<file path="src/rtl/uart_rx_data40.sv">
// uart_rx_data40: packs five byte strobes into one 40-bit word, LSB first,
//   and drops a partial frame when the gap between its bytes is too long.
// Latency: Rx_Done one cycle after the 5th strobe; Frame_Err TIMEOUT_CYCLES
//   cycles after the last accepted strobe. No backpressure: every strobe is taken.
// Ports: Clk, Reset_n (async active-low), Byte_Data/Byte_Done (byte stream in),
//   Data40/Rx_Done (word out), Frame_Err (timeout pulse), Busy (frame in progress).
module uart_rx_data40 #(
  parameter int TIMEOUT_CYCLES = 100000
) (
  input  logic        Clk,
  input  logic        Reset_n,
  input  logic [7:0]  Byte_Data,
  input  logic        Byte_Done,
  output logic [39:0] Data40,
  output logic        Rx_Done,
  output logic        Frame_Err,
  output logic        Busy
);

  localparam int TW = $clog2(TIMEOUT_CYCLES);
  localparam logic [TW-1:0] TMR_LAST = TW'(TIMEOUT_CYCLES - 1);

  typedef enum logic {IDLE, COLLECT} state_t;

  state_t        state;
  logic [39:0]   asm_buf;
  logic [2:0]    idx;
  logic [TW-1:0] tmr;
  logic [TW-1:0] tmr_inc;

  // The expiry test looks at the incremented count, so the pulse lands exactly
  // TIMEOUT_CYCLES cycles after the last strobe and a strobe in the final idle
  // cycle still counts as part of the frame.
  assign tmr_inc = tmr + TW'(1);

  always_ff @(posedge Clk or negedge Reset_n) begin
    if (!Reset_n) begin
      state     <= IDLE;
      asm_buf   <= '0;
      idx       <= '0;
      tmr       <= '0;
      Data40    <= '0;
      Rx_Done   <= 1'b0;
      Frame_Err <= 1'b0;
      Busy      <= 1'b0;
    end else begin
      Rx_Done   <= 1'b0;
      Frame_Err <= 1'b0;
      case (state)
        IDLE: begin
          if (Byte_Done) begin
            asm_buf[7:0] <= Byte_Data;
            idx          <= 3'd1;
            tmr          <= '0;
            state        <= COLLECT;
            Busy         <= 1'b1;
          end
        end
        COLLECT: begin
          if (Byte_Done) begin
            // A byte always wins over a coincident timer expiry.
            asm_buf[{idx, 3'b000} +: 8] <= Byte_Data;
            tmr <= '0;
            if (idx == 3'd4) begin
              Data40  <= {Byte_Data, asm_buf[31:0]};
              Rx_Done <= 1'b1;
              idx     <= '0;
              state   <= IDLE;
              Busy    <= 1'b0;
            end else begin
              idx <= idx + 3'd1;
            end
          end else if (tmr_inc == TMR_LAST) begin
            Frame_Err <= 1'b1;
            idx       <= '0;
            tmr       <= '0;
            state     <= IDLE;
            Busy      <= 1'b0;
          end else begin
            tmr <= tmr_inc;
          end
        end
        default: state <= IDLE;
      endcase
    end
  end

endmodule

</file>
<file path="config.mk">
export PLATFORM = sky130hd
export DESIGN_NAME = uart_rx_data40
export DESIGN_NICKNAME = d
export VERILOG_FILES = /design/src/rtl/uart_rx_data40.sv
export SDC_FILE = /design/constraint.sdc
export NUM_CORES = 1
export LEC_CHECK = 0
export CAP_MARGIN = 20
export CORE_MARGIN = 2
export CORE_UTILIZATION = 60
export CTS_BUF_LIST = sky130_fd_sc_hd__clkbuf_16
export CTS_CLUSTER_SIZE = 16
export DETAILED_ROUTE_END_ITERATION = 16
export DONT_BUFFER_PORTS = 1
export PLACE_DENSITY_LB_ADDON = 0.1
export SLEW_MARGIN = 30
export SYNTH_ARGS = -nofsm -noshare
export SYNTH_HDL_FRONTEND = slang
export SYNTH_SLANG_ARGS = --single-unit
</file>
<file path="constraint.sdc">
create_clock -name Clk -period 3.7 [get_ports Clk]
set_input_delay 0.925 -clock Clk [delete_from_list [all_inputs] [get_ports Clk]]
set_output_delay 0.925 -clock Clk [all_outputs]
set_load 0.02 [all_outputs]
</file>
Yosys cells after proc, flatten, opt, wreduce, memory -nomap -nowiden
Cells that the tools add are included.
W data, S select, Z words.
Operators by class
  $add $sub $neg: 3
  eq/ne operators: 6
  shifts and indexed selects: 2
  muxes and demuxes: 29
  bitwise gates (word level): 1
  reductions and logical operators: 5
Operator list (number)
  $mux W17: 3
  $bwmux W40: 1
  $shift A8 B8 Y40 const A: 1
  $shiftx A8 B8 Y40: 1
  $pmux W17 S2: 1
  $add A17 B1 Y17 const B: 1
  $eq A17 B17 Y1 const B: 1
  $mux W8: 2
  $pmux W8 S2: 1
  $mux W1: 14
  $mux W3: 4
  $neg A6 Y8: 1
  $ne A3 B2 Y1 const B: 2
  $pmux W3 S2: 1
  $reduce_and A2 Y1: 3
  $reduce_and A3 Y1: 2
  $ne A2 B2 Y1 const B: 2
  $pmux W1 S2: 2
  $add A3 B1 Y3 const B: 1
  $eq A3 B3 Y1 const B: 1
  $not A1 Y1: 1
Word-level totals
  register bits after elaboration: 104
  output and inout port bits: 43

Logic depth before layout (Yosys ltp)
Gate-level depths: netlist (run 1).
  depth in word-level cells: 5
  gate-level depth with buffers: 10
  mapped depth without buffers: 8

Worst setup path before layout (run 1)
No wires, ideal clock.
  path kind: reg-to-reg
  start point: register idx[0]
  end point: register asm_buf[0]
  data arrival time: 2.240 ns
  data required time: 3.575 ns
  slack: 1.335 ns
  cell stages (with the launch flop): 8
  path through: dfrtp_1 inv_1 ha_1 ha_1 or4b_2 nor3_1 o21ai_1 mux2_2
Between the ends
  longest elaborated chain between the ends: 5
RTL lines
  start: declaration: line 27  | logic [2:0] idx;
  start signal: assignment: line 71  | idx <= idx + 3'd1;
  $neg A6 Y8 *: line 62  | asm_buf[{idx, 3'b000} +: 8] <= Byte_Data;
  $shiftx A8 B8 Y40 or $shift A8 B8 Y40 (tied branches): line 62
  $bwmux W40 *: line 62
  $mux W8 *: line 60  | if (Byte_Done) begin
  $pmux W8 S2 *: line 49  | case (state)
  end signal: assignment: line 52  | asm_buf[7:0] <= Byte_Data;
  end signal: indexed assignment: line 62
  end: declaration: line 26  | logic [39:0] asm_buf;
Mark *: on every way between the ends. The rest lies on a longest branch, timed or not. The select of a mux whose other input is x is not followed.
A chain may end at the register's enable or synchronous reset.

Final worst setup path (run 1)
  start point: register idx[0]
  end point: register asm_buf[24]
Between the ends
  longest elaborated chain between the ends: 3
RTL lines (line)
  $neg A6 Y8 *: 62
  $shiftx A8 B8 Y40 or $shift A8 B8 Y40 (tied branches): 62
  $bwmux W40 *: 62
Mark *: on every way between the ends. The rest lies on a longest branch, timed or not.

==> results of run 1 <==
## power breakdown
part | switching, mW | total (mW) | internal, mW
clock | 0.383 | 0.839 | 0.456
sequential | 0.472 | 1.89 | 1.41
combinational | 0.193 | 0.535 | 0.342
## cell type report
type                    instances  area (sq um)  area share [%]
inverters                       7          26.3           0.558
clock inverters                 7          47.5            1.01
flip-flops and latches         96          2400            51.0
well taps                      99           124            2.63
repair buffers                  2          15.0           0.319
multi-input cells             228          1870            39.7
clock buffers                   9           225            4.78
## critical path, stage by stage (launching register included)
cell and delay (ns):
dfrtp_1 0.46, inv_1 0.12, ha_1 0.23, ha_1 0.29, nor3b_1 0.36, nand2_1 0.09, nor2_1 0.62, mux2_2 0.41
## cells by family after synthesis
| family | Yosys count | share of synthesized area (%) |
|---|---|---|
| buf+inv | 25 | 4.06 |
| xor+xnor | 9 | 1.77 |
| simple gates | 97 | 12.0 |
| compound gates | 42 | 7.69 |
| mux | 74 | 18.7 |
| flops | 96 | 54.1 |
| fa+ha+maj | 6 | 1.69 |
## cells in the final DEF, fill, tap and decap left out, types with 2 or more instances in the layout
master / instances
o31ai_1: 4
xnor2_1: 3
nand4_1: 6
buf_4: 2
and3_1: 2
nor2_1: 18
or3_1: 3
nor3_1: 8
nand3_1: 11
a31oi_1: 2
clkinv_2: 3
mux2_2: 72
nand2b_1: 4
a21boi_0: 2
ha_1: 6
inv_1: 6
clkbuf_16: 9
nor3b_1: 2
mux2i_1: 2
dfrtp_1: 96
nand2_1: 24
a21oi_1: 8
nand3_2: 2
clkinv_1: 2
and2_1: 2
o31ai_4: 4
o21ai_0: 4
xor2_1: 6
o22ai_1: 6
nand3b_1: 3
clkinv_4: 2
## per-layer routing
metal,part of all wire [%],vias up
li1,-,1251
met3,4.8,10
met1,45,1341
met5,0,-
met4,1.6,0
met2,48,52
## how the worst min path moves through the flow
stage                     slack [ns]         from          to  cells after the start
final                           0.28      Reset_n  Data40[12]                      0
after global routing            0.26      Reset_n  Data40[19]                      0
after CTS                       0.27      Reset_n  Data40[35]                      0
after detailed placement        0.49  asm_buf[11]  Data40[11]                      1
after global placement          0.48  asm_buf[28]  Data40[28]                      1
after floorplan                 0.47   asm_buf[0]   Data40[0]                      1
## flip-flops by register name (all words and copies together), names as in the netlist
signal / count
asm_buf: 32
Busy: 1
Frame_Err: 1
tmr: 17
Data40: 40
idx: 3
state: 1
Rx_Done: 1
==> metrics.txt, run 1 <==
clk sinks=96; Post-Syn Nets=366; final WL=7960 microns; Final GP Congestion=about 0.82; max_cap viols=0; fin. max-slew vios=0; WP data required=3.92 ns; Via Count=~2,700; cell leakage power=about 2.1 nW; design area=about 4700 sq um; GR Layer Usage met2=32.6%; GRT Total Usage=between 20 and 25%; top-count cell post-synth=dfrtp_1; setup ws final=just under 1 ns; FF-to-FF Start=idx[0]; register bit total from synthesis=96; worst setup path end=asm_buf[24]; # IOs=54; number of synthesized flops with an enable pin=0; RSZ-0062 raised after global routing=false; met3 usage=approximately 5.4%; crit path max fanout=8; CTS clk-pin slew, worst paths=roughly 0.070 ns; Inserted Clock Buffers=9; wire length per cell=around 18 microns; Die H=about 90 microns; initial drt markers=119; H-tree lvl count=3; Synth top cells by count=dfrtp_1 (96), mux2_2 (72), nand2_1 (24), nor2_1 (18), nand3_1 (12); Starting Density=about three fifths; Synth top area share=~54%; HP Class=primary input to asynchronous set/reset pin; PwrDens=~690 nW/um^2; fin cells=about 450; Seq/Total Area, Yosys=approximately 54%; Worst Path Arrival=a little under 3 ns; share of synthesized registers carrying an async set or reset=100%; Post-CTS Resized=0; CTS Root Buffer Type=clkbuf_16; Final Hold Fails=0; relative slew slack=46.5%; synth top area cells=dfrtp_1 (54%), mux2_2 (18%), nand2_1 (2.0%); HPWL Detailed=5290 microns; Most Used Layer, Global Route=met2; Clock Path Buffers=2; period utilization=73.2%; Synth cell types=slightly below 60; Post-Place Worst Slack=approximately 1 ns; vias in the first global route=between 2,000 and 3,000; area leader, netlist=dfrtp_1; Register-to-Register Path Depth=7; ANT cells=0; tightest hold margin=around 0.28 ns; placed cell area=4430 sq um; Least-Margin Pin Slew=around 0.80 ns; CP Launch Type=flop; fmax=~370 MHz; DR DRC count=0; Worst Path Class, Setup=flop to flop; antenna violations before repair=0; hold buffers post-CTS=0; run status=completed; Via-to-Cell Ratio=slightly below 6; Core ar.=a little over 7000 sq um; setup violators final=0; antenna viol nets, final=0; Mean Syn Cell Area=around 13 sq um; total gr overflow=0; Synth-to-Final Area Change=6.06%; minimum clock period=2.71 ns; GR met1 Demand/Resource=27.2%; Synth Instances=~350; Port-buffer cells=0; post-synthesis cell area=around 4400 sq um; r2r setup slk=0.99 ns; placement row count=31; Die Area=approximately 8100 sq um; largest net degree at the start of global routing=97; CTS tree=done; first-pass GRT wire length=~13,000 microns; Clock Skew=0.00679 ns; Post-CTS Setup Bufs=0; fill count=about 560; clk_lat worst skew=0.33 ns; nets=between 300 and 400; layout cells sized above 1=between 30% and 40%; Post-synth top flop=dfrtp_1; TNS Setup=0 ns; CP endpoint kind=flop; Final Core Density=approximately 65%; VDD IR max=567 uV; warning count from the yosys run=0; Chip Width=90.0 microns; Total Power=approximately 3.3 mW; Placed Cells=between 400 and 500; reg-to-reg endpoint=asm_buf[24]; drt pass-1 iters=5; CP startpoint=idx[0]
(Power assumes the default switching activity.)
==> run 2: changes to the inputs <==
- clock period: 3.7 -> 2.6 ns (I/O delays scaled with it)
==> run 2 against run 1 <==
Power is 44% higher. Maximum frequency is 8.5% higher. Hold slack worse by 0.27 ns. Largest cell class unchanged. Cell count is 2.2% higher. First-iteration DRC count is 7.6% higher. Critical path depth stayed put. Design area is 2.1% higher. Clock power is 41% higher. Combinational power is 54% higher. Non-clock buffer count is 11 higher. Clock skew is 0.0017 ns lower. Via count is 1.9% higher.
==> metrics.txt, run 2 (synthesis gave the netlist of run 1 again) <==
HPWL Detailed=5480 microns (+3.7%); final WL=8360 microns (+5.1%); Least-Margin Pin Slew=0.753 ns (-0.0447 ns); fin. max-slew vios=0 (unchanged); crit path max fanout=8 (unchanged); Via-to-Cell Ratio=5.90 (-0.34%); HP Class=primary input to asynchronous set/reset pin; vias in the first global route=2,729 (+5.7%); Chip Width=90.0 microns (unchanged); TNS Setup=0 ns (unchanged); Core ar.=7210 sq um (unchanged); Inserted Clock Buffers=9 (unchanged); period utilization=96.0% (+23 points); antenna violations before repair=0 (unchanged); run status=completed; Largest register FFs=40 (unchanged); nets=372 (+3.0%); M1 wire length=3770 microns (+4.9%); Via Count=2,704 (+1.9%); Die Area=8110 sq um (unchanged); ANT cells=0 (unchanged); largest net degree at the start of global routing=97 (unchanged); wire length per cell=18.3 microns (+2.8%); commonest non-fill, non-tap cell in the layout=dfrtp_1; H-tree lvl count=3 (unchanged); Starting Density=61.6% (unchanged); placement row count=31 (unchanged); CP Launch Type=flop; Worst Path Class, Setup=flop to flop; most frequent cells in the layout=dfrtp_1 (96), mux2_2 (72), nand2_1 (24), nor2_1 (18), nand3_1 (11); initial drt markers=128 (+7.6%); Port-buffer cells=0 (unchanged); total gr overflow=0 (unchanged); met2 routed WL=4070 microns (+5.9%); Clock Skew=0.00506 ns (-0.00172 ns); placed cell area=4500 sq um (+1.6%); cell leakage power=2.16 nW (+2.4%); Worst Path Arrival=2.71 ns (-0.22 ns); CTS tree=done; minimum clock period=2.50 ns (-0.212 ns); clk_lat worst skew=0.33 ns (about the same); PwrDens=973 nW/um^2 (+41%); CP endpoint kind=flop; Clock Path Buffers=2 (unchanged); Die H=90.0 microns (unchanged); Placed Cells=440 (+1.9%); relative slew slack=49.6% (+3.2 points); largest registers=Data40: 40 flops, asm_buf: 32 flops, tmr: 17 flops; Final Core Density=66.7% (+1.4 points); # IOs=54 (unchanged); clk sinks=96 (unchanged); Total Power=4.68 mW (+44%); RSZ-0062 raised after global routing=false; VDD IR max=729 uV (+29%); WP data required=2.81 ns (-1.11 ns); Reg with most FFs=Data40; first-pass GRT wire length=13,900 microns (+5.8%); antenna viol nets, final=0 (unchanged); Final Hold Fails=0 (unchanged); Final GP Congestion=0.825 (+0.96%); Synth-to-Final Area Change=8.28%; Top Layer Used=met4; CTS clk-pin slew, worst paths=0.06 ns (about the same); drt pass-1 iters=4 (-1); fin cells=458 (+2.2%); GRT Total Usage=21.4% (+0.83 points); layout cells sized above 1=31.2% (+0.83 points); fmax=401 MHz (+8.5%); met3 WL post-DR=401 microns (+5.2%); design area=4810 sq um (+2.1%); max_cap viols=0 (unchanged); setup violators final=0 (unchanged); CTS Root Buffer Type=clkbuf_16; DR DRC count=0 (unchanged)
run 2: layout make-up:
cell class | instances | area (sq um)
clock buffer | 9 | 225
multi-input combinational | 228 | 1870
timing repair buffer | 13 | 128
fill | 561 | 2400
inverter | 7 | 26.3
sequential | 96 | 2400
clock inverter | 6 | 36.3
tap | 99 | 124
run 2: what timing repair did:
action                                  4_1_cts  5_1_grt
endpoints found under the hold margin         0       31
setup buffers                                 0        0
hold buffers                                  0        3
resized for setup                             0        1
endpoints found under the setup margin        0        8
run 2: path summary, 6_finish.rpt:
path	from	endpoint	slack (ns)	cells after the start
worst max-delay path	idx[1]	asm_buf[7]	0.10	7
worst min-delay path	Reset_n	tmr[11]	0.01	0
worst max register to register	idx[1]	asm_buf[7]	0.10	7
worst min register to register	asm_buf[2]	Data40[2]	0.50	1
max in group asynchronous	Reset_n	Data40[27]	1.30	1
min in group Clk	Byte_Done	tmr[12]	0.39	1
run 2: worst max-delay path: stages (launching register included):
cell	delay (ns)
dfrtp_1	0.41
inv_1	0.10
ha_1	0.21
ha_1	0.28
or4b_2	0.67
nor3_1	0.21
o21ai_2	0.19
mux2_2	0.31
run 2: metal layers:
| metal | track usage [%] | vias up |
|---|---|---|
| met5 | 0 | - |
| met2 | 34.1 | 53 |
| met3 | 4.86 | 11 |
| met1 | 29.2 | 1375 |
| li1 | - | 1265 |
| met4 | 7.44 | 0 |
run 2: stage by stage:
step / setup slack [ns] / hold WS, ns
finish: 0.104 / 0.0135
global placement: 0.107 / 0.357
detailed placement: 0.0289 / 0.357
floorplan: 0.235 / 0.354
CTS: 0.0197 / 0.00182
global route: 0.00862 / -0.000672
run 2: power breakdown:
part	total [mW]	internal, mW	switching (mW)
sequential	2.67	2.01	0.661
combinational	0.826	0.511	0.315
clock	1.18	0.638	0.542
==> run 3: changes to the inputs <==
- CTS_CLUSTER_DIAMETER: not set -> 60
==> results of run 3 <==
The final DEF is identical to that of run 2; final timing and power are the same.
